**config.mk**
```make
export PLATFORM = sky130hd
export DESIGN_NAME = aidan_mcnay_debounce_scheduler
export DESIGN_NICKNAME = d
export VERILOG_FILES = /design/src/rtl/aidan_mcnay_debounce_scheduler.sv
export SDC_FILE = /design/constraint.sdc
export NUM_CORES = 1
export LEC_CHECK = 0
export CORE_MARGIN = 2
export CORE_UTILIZATION = 53
export DETAILED_ROUTE_END_ITERATION = 6
export DONT_BUFFER_PORTS = 1
export PLACE_DENSITY = 0.71
export SLEW_MARGIN = 20
export SYNTH_ARGS = -nofsm -noshare
export SYNTH_HDL_FRONTEND = slang
export SYNTH_SLANG_ARGS = --single-unit
```
**constraint.sdc**
```tcl
create_clock -name clk -period 2 [get_ports clk]
set_input_delay 0.4 -clock clk [delete_from_list [all_inputs] [get_ports clk]]
set_output_delay 0.4 -clock clk [all_outputs]
set_load 0.02 [all_outputs]
```
**src/rtl/aidan_mcnay_debounce_scheduler.sv**
```systemverilog
`default_nettype none
// ============================================================================
// Module   : aidan_mcnay_debounce_scheduler
// Brief    : Round-robin, time-multiplexed debouncer for N synchronised inputs
//            with registered levels and one-cycle rise/fall event pulses.
// Revision : 1.0 - initial release
// ============================================================================
module aidan_mcnay_debounce_scheduler #(
    parameter int N_INPUTS = 4,
    parameter int HIST_LEN = 4,
    parameter int TICK_DIV = 16
) (
    input  logic                        clk,
    input  logic                        reset,
    input  logic                        en,
    input  logic [N_INPUTS-1:0]         in,
    output logic [N_INPUTS-1:0]         out,
    output logic [N_INPUTS-1:0]         rise,
    output logic [N_INPUTS-1:0]         fall,
    output logic [$clog2(N_INPUTS)-1:0] slot,
    output logic                        strobe
);

    localparam int SW = $clog2(N_INPUTS);
    localparam int PW = $clog2(TICK_DIV);
    localparam logic [PW-1:0] c_presc_last = PW'(TICK_DIV - 1);
    localparam logic [SW-1:0] c_slot_last  = SW'(N_INPUTS - 1);

    logic [PW-1:0]                     presc_q, presc_d;
    logic [SW-1:0]                     slot_q,  slot_d;
    logic [N_INPUTS-1:0][HIST_LEN-1:0] hist_q,  hist_d;
    logic [N_INPUTS-1:0]               out_q,   out_d;
    logic [N_INPUTS-1:0]               rise_q,  rise_d;
    logic [N_INPUTS-1:0]               fall_q,  fall_d;
    logic                              w_tick;
    logic [HIST_LEN-1:0]               w_hist_new;

    assign w_tick = en && (presc_q == c_presc_last);

    always_comb begin
        presc_d    = presc_q;
        slot_d     = slot_q;
        hist_d     = hist_q;
        out_d      = out_q;
        rise_d     = '0;
        fall_d     = '0;
        w_hist_new = {hist_q[slot_q][HIST_LEN-2:0], in[slot_q]};

        if (en) begin
            presc_d = w_tick ? '0 : presc_q + 1'b1;
        end

        // Only the slot being sampled may update its history and level.
        if (w_tick) begin
            hist_d[slot_q] = w_hist_new;
            slot_d         = (slot_q == c_slot_last) ? '0 : slot_q + 1'b1;
            if ((&w_hist_new) && !out_q[slot_q]) begin
                out_d[slot_q]  = 1'b1;
                rise_d[slot_q] = 1'b1;
            end else if (!(|w_hist_new) && out_q[slot_q]) begin
                out_d[slot_q]  = 1'b0;
                fall_d[slot_q] = 1'b1;
            end
        end
    end

    always_ff @(posedge clk) begin
        if (reset) begin
            presc_q <= '0;
            slot_q  <= '0;
            hist_q  <= '0;
            out_q   <= '0;
            rise_q  <= '0;
            fall_q  <= '0;
        end else begin
            presc_q <= presc_d;
            slot_q  <= slot_d;
            hist_q  <= hist_d;
            out_q   <= out_d;
            rise_q  <= rise_d;
            fall_q  <= fall_d;
        end
    end

    assign out    = out_q;
    assign rise   = rise_q;
    assign fall   = fall_q;
    assign slot   = slot_q;
    assign strobe = w_tick;

endmodule
`default_nettype wire

```
==> results.py, run 1 <==
metrics = {
    "worst_setup_path": {
        "max_incr_delay_on_cp_ns": 0.61,
        "worstPathMaxFanout": 8,
        "worstPathCellList": "mux4_2 > and4b_1 > and3_1 > a22o_1",
        "crit_type": "flip-flop to flip-flop",
        "ff2ff_setup_slack_ns": 0.16,
        "cpMaxStageDelayCell": "sky130_fd_sc_hd__mux4_2",
        "setup.worst_path.start": "slot[0]",
        "setup.worst_path.start_class": "flip-flop",
        "arrival_ns": 2.06,
        "crit-reg2reg-launch": "slot[0]",
        "worstPathRequired_ns": 2.22,
        "critical_path.endpoint_type": "flip-flop",
        "worstRegToRegCells": 4,
    },
    "cts": {
        "cts-htree-levels": 2,
        "cts_num_sinks": 30,
        "clock_path_buffers": 2,
        "tritoncts_clock_tree": "done",
        "clockRootBuffer": "sky130_fd_sc_hd__clkbuf_4",
        "clk_pin_slew_worst_paths_ns": 0.09,
        "clkLatencyLatePin_ns": 0.32,
        "cts_inserted_buffers": 5,
        "cts-hold-fix-buffers": 0,
    },
    "power_and_ir_drop": {
        "pwr_density_cell_nw_per_um2": 695,
        "switchingPower_mw": 0.204,
        "comb_power_share_pct": 1.3,
        "power.share.sequential_pct": 61.6,
        "internal_power_mw": 0.778,
        "power_switching_share_pct": 20.8,
        "p_leak_nw": 0.526,
        "clock_power_share_pct": 37.0,
        "max-vdd-ir-drop_v": 0.000506,
        "post-layout-total-power_mw": 0.982,
    },
    "place": {
        "io_buffers": 0,
        "detailedPlacementHpwl_um": 1770,
        "placed_cells_incl_taps": 163,
        "place_ws_ns": 0.187,
        "place_congestion": 0.950,
    },
    "layout": {
        "antenna_cells": 0,
        "layout-drive-gt1-share_pct": 12.0,
        "area_delta_synth_final_pct": 7.52,
        "finish.cell_count_without_fillers": 172,
        "fin_nets": 153,
    },
    "sta": {
        "finalCritPeriodShare_pct": 91.8,
        "clock-skew-final_ns": 0.00866,
        "hold_viol_final": 0,
        "max_slew_margin_pct": 77.5,
        "fin_setup_tns_ns": 0,
        "slew_violations": 0,
        "finalSetupViolCount": 0,
        "grt_setup_unrepaired": "false",
        "achievable-frequency_mhz": 544,
        "worstMarginPinSlew_ns": 0.338,
        "post-route-worst-setup-slack_ns": 0.163,
        "finalCriticalPeriod_ns": 1.84,
    },
    "drt": {
        "post_drt_via_cell_ratio": 5.78,
        "dr.pass1.iters": 4,
        "detail_route.iter0.violations": 58,
        "antenna_left": 0,
        "totalWireLength_um": 2490,
        "total_via_count_in_the_routed_design": 995,
        "routed_wire_length_per_instance_um": 14.5,
        "drcViolationCount": 0,
    },
    "synthesis": {
        "yosys.cell_count.top_type": "sky130_fd_sc_hd__dfxtp_1",
        "synth_fp_nets": 150,
        "dominant_combinational_cell_family_by_area_after_synthesis": "simple AND/OR/NAND/NOR gates",
        "synth_simple_gate_area_share_pct": 24.2,
        "postSynthAreaPerCell_sq_um": 9.52,
        "netlist.area_leader.share_pct": 45.7,
        "synth_mux_area_share_pct": 11.0,
        "count_of_flip_flops_with_a_built_in_enable_after_synthesis": 0,
        "yosys-top-cells-area": "sky130_fd_sc_hd__dfxtp_1, sky130_fd_sc_hd__mux4_1, sky130_fd_sc_hd__a21oi_1",
        "yosysTopAreaCell": "sky130_fd_sc_hd__dfxtp_1",
        "synth.top_cells.by_count": "sky130_fd_sc_hd__dfxtp_1, sky130_fd_sc_hd__nand2_1, sky130_fd_sc_hd__a21oi_1, sky130_fd_sc_hd__nand3_1",
        "synth_compound_area_share_pct": 9.05,
        "syn_area_sq_um": 1310,
        "yosys_most_used_dff": "sky130_fd_sc_hd__dfxtp_1",
        "synth_xor_area_share_pct": 0.667,
        "synthDistinctLibCells": 24,
        "synthesis.instances": 138,
        "yosysWarningCount": 0,
        "synth-seq-cells": 30,
        "synthArstFlopShare_pct": 0,
        "ys_seq_area_share_pct": 45.7,
        "adder_cell_fraction_of_synth_area_pct": 4.76,
    },
    "global_routing": {
        "groute.usage.overall_pct": 19.9,
        "grt_pass1_vias": 865,
        "total_gr_overflow": 0,
        "maximum_number_of_pins_on_one_net_before_global_route_repair": 24,
        "antenna_violations_before_repair": 0,
        "grt_first_pass_wirelength_um": 4050,
    },
    "run_status": {
        "outcome": "finished, final reports clean",
    },
    "die": {
        "design.core.area_sq_um": 2410,
        "die_height_um": 53.8,
        "num_io_pins": 22,
        "die-area_sq_um": 2890,
        "rows": 18,
        "effective_utilization_at_floorplan_pct": 54.5,
        "floorplan.die.width_um": 53.8,
    },
    "job": {
        "maxCapViolations": 0,
    },
    "min_path": {
        "hold_path.class": "input pin to flip-flop",
    },
}
==> kinds of logic (layout without fill, tap and decap cells) <==
group                    after synthesis  in the layout
AND/OR/NAND/NOR                       63             63
multiplexers                           7              7
buffers and inverters                 12             16
adder cells (fa/ha/maj)                5              5
flip-flops                            30             30
AO/OA/AOI/OAI                         20             20
XOR/XNOR                               1              1
==> how the worst min path moves through the flow <==
stage,start,to,slack (ns),cells after the start
floorplan,hist_q[5],hist_q[5],0.43,2
global placement,hist_q[5],hist_q[5],0.44,2
detailed placement,hist_q[14],hist_q[14],0.44,2
CTS,reset,hist_q[8],0.12,1
global route,reset,hist_q[10],0.11,1
finish,reset,hist_q[8],0.13,1
==> worst max-delay path: cells and delay by family, from the launching register on <==
family           cells  cell delay (ns)
AO/OA/AOI/OAI        1             0.26
AND/OR/NAND/NOR      2             0.46
multiplexers         1             0.61
flip-flops           1             0.42
==> repair_timing <==
item,4_1_cts,5_1_grt
gates resized for setup,0,1
endpoints found under the setup margin,0,1
buffers inserted,0,1
==> layout make-up <==
cell class,count,area [sq um]
inverter,3,11.3
fill,199,997
timing repair buffer,5,50.0
multi-input combinational,96,652
sequential,30,602
clock buffer,7,55.1
tap,30,37.5
clock inverter,1,5.00
==> stage by stage <==
step                      cell area [sq um]  utilization, %  hold WS, ns
after global routing                   1410            58.6        0.106
after CTS                              1410            58.3        0.122
after detailed placement               1350            55.8        0.443
after floorplan                        1320               -        0.432
after global placement                 1350            55.8        0.435
final                                  1410            58.6        0.134
==> cell usage in the layout (no fill, tap or decap), drive strengths merged, types with 5 or more instances in the layout <==
cell    instances
a21oi          15
and2            8
buf             5
clkbuf          7
dfxtp          30
ha              5
mux4            5
nand2          19
nand3          13
nand4           5
nor2            8
==> routing by layer <==
layer / part of all wire (%) / track usage [%] / vias up
li1: - / - / 491
met1: 41 / 23.1 / 462
met2: 52 / 32.9 / 40
met3: 6.7 / 8.06 / 2
met4: 0.16 / 6.84 / 0
met5: 0 / 0 / -
==> power groups by stage <==
stage,sequential (mW),clock [mW],combinational [mW]
after floorplan,0.618,0,0.0180
after global placement,0.618,0,0.0123
after detailed placement,0.619,0,0.0132
after CTS,0.605,0.376,0.0134
after global routing,0.606,0.408,0.0148
final,0.605,0.364,0.0132
Power figures use the tool's default switching activity.
==> run 2, diff against run 1 <==
--- a/config.mk
+++ b/config.mk
@@ -5,6 +5,7 @@
 export SDC_FILE = /design/constraint.sdc
 export NUM_CORES = 1
 export LEC_CHECK = 0
+export CAP_MARGIN = 5
 export CORE_MARGIN = 2
 export CORE_UTILIZATION = 53
 export DETAILED_ROUTE_END_ITERATION = 6
==> results of run 2 <==
The final DEF is identical to that of run 1; final timing and power are the same.
==> run 3, diff against run 2 <==
--- a/config.mk
+++ b/config.mk
@@ -8,8 +8,10 @@
 export CAP_MARGIN = 5
 export CORE_MARGIN = 2
 export CORE_UTILIZATION = 53
+export CTS_CLUSTER_SIZE = 10
 export DETAILED_ROUTE_END_ITERATION = 6
 export DONT_BUFFER_PORTS = 1
+export GPL_TIMING_DRIVEN = 1
 export PLACE_DENSITY = 0.71
 export SLEW_MARGIN = 20
 export SYNTH_ARGS = -nofsm -noshare
==> results of run 3 <==
The final DEF is identical to that of run 1; final timing and power are the same.
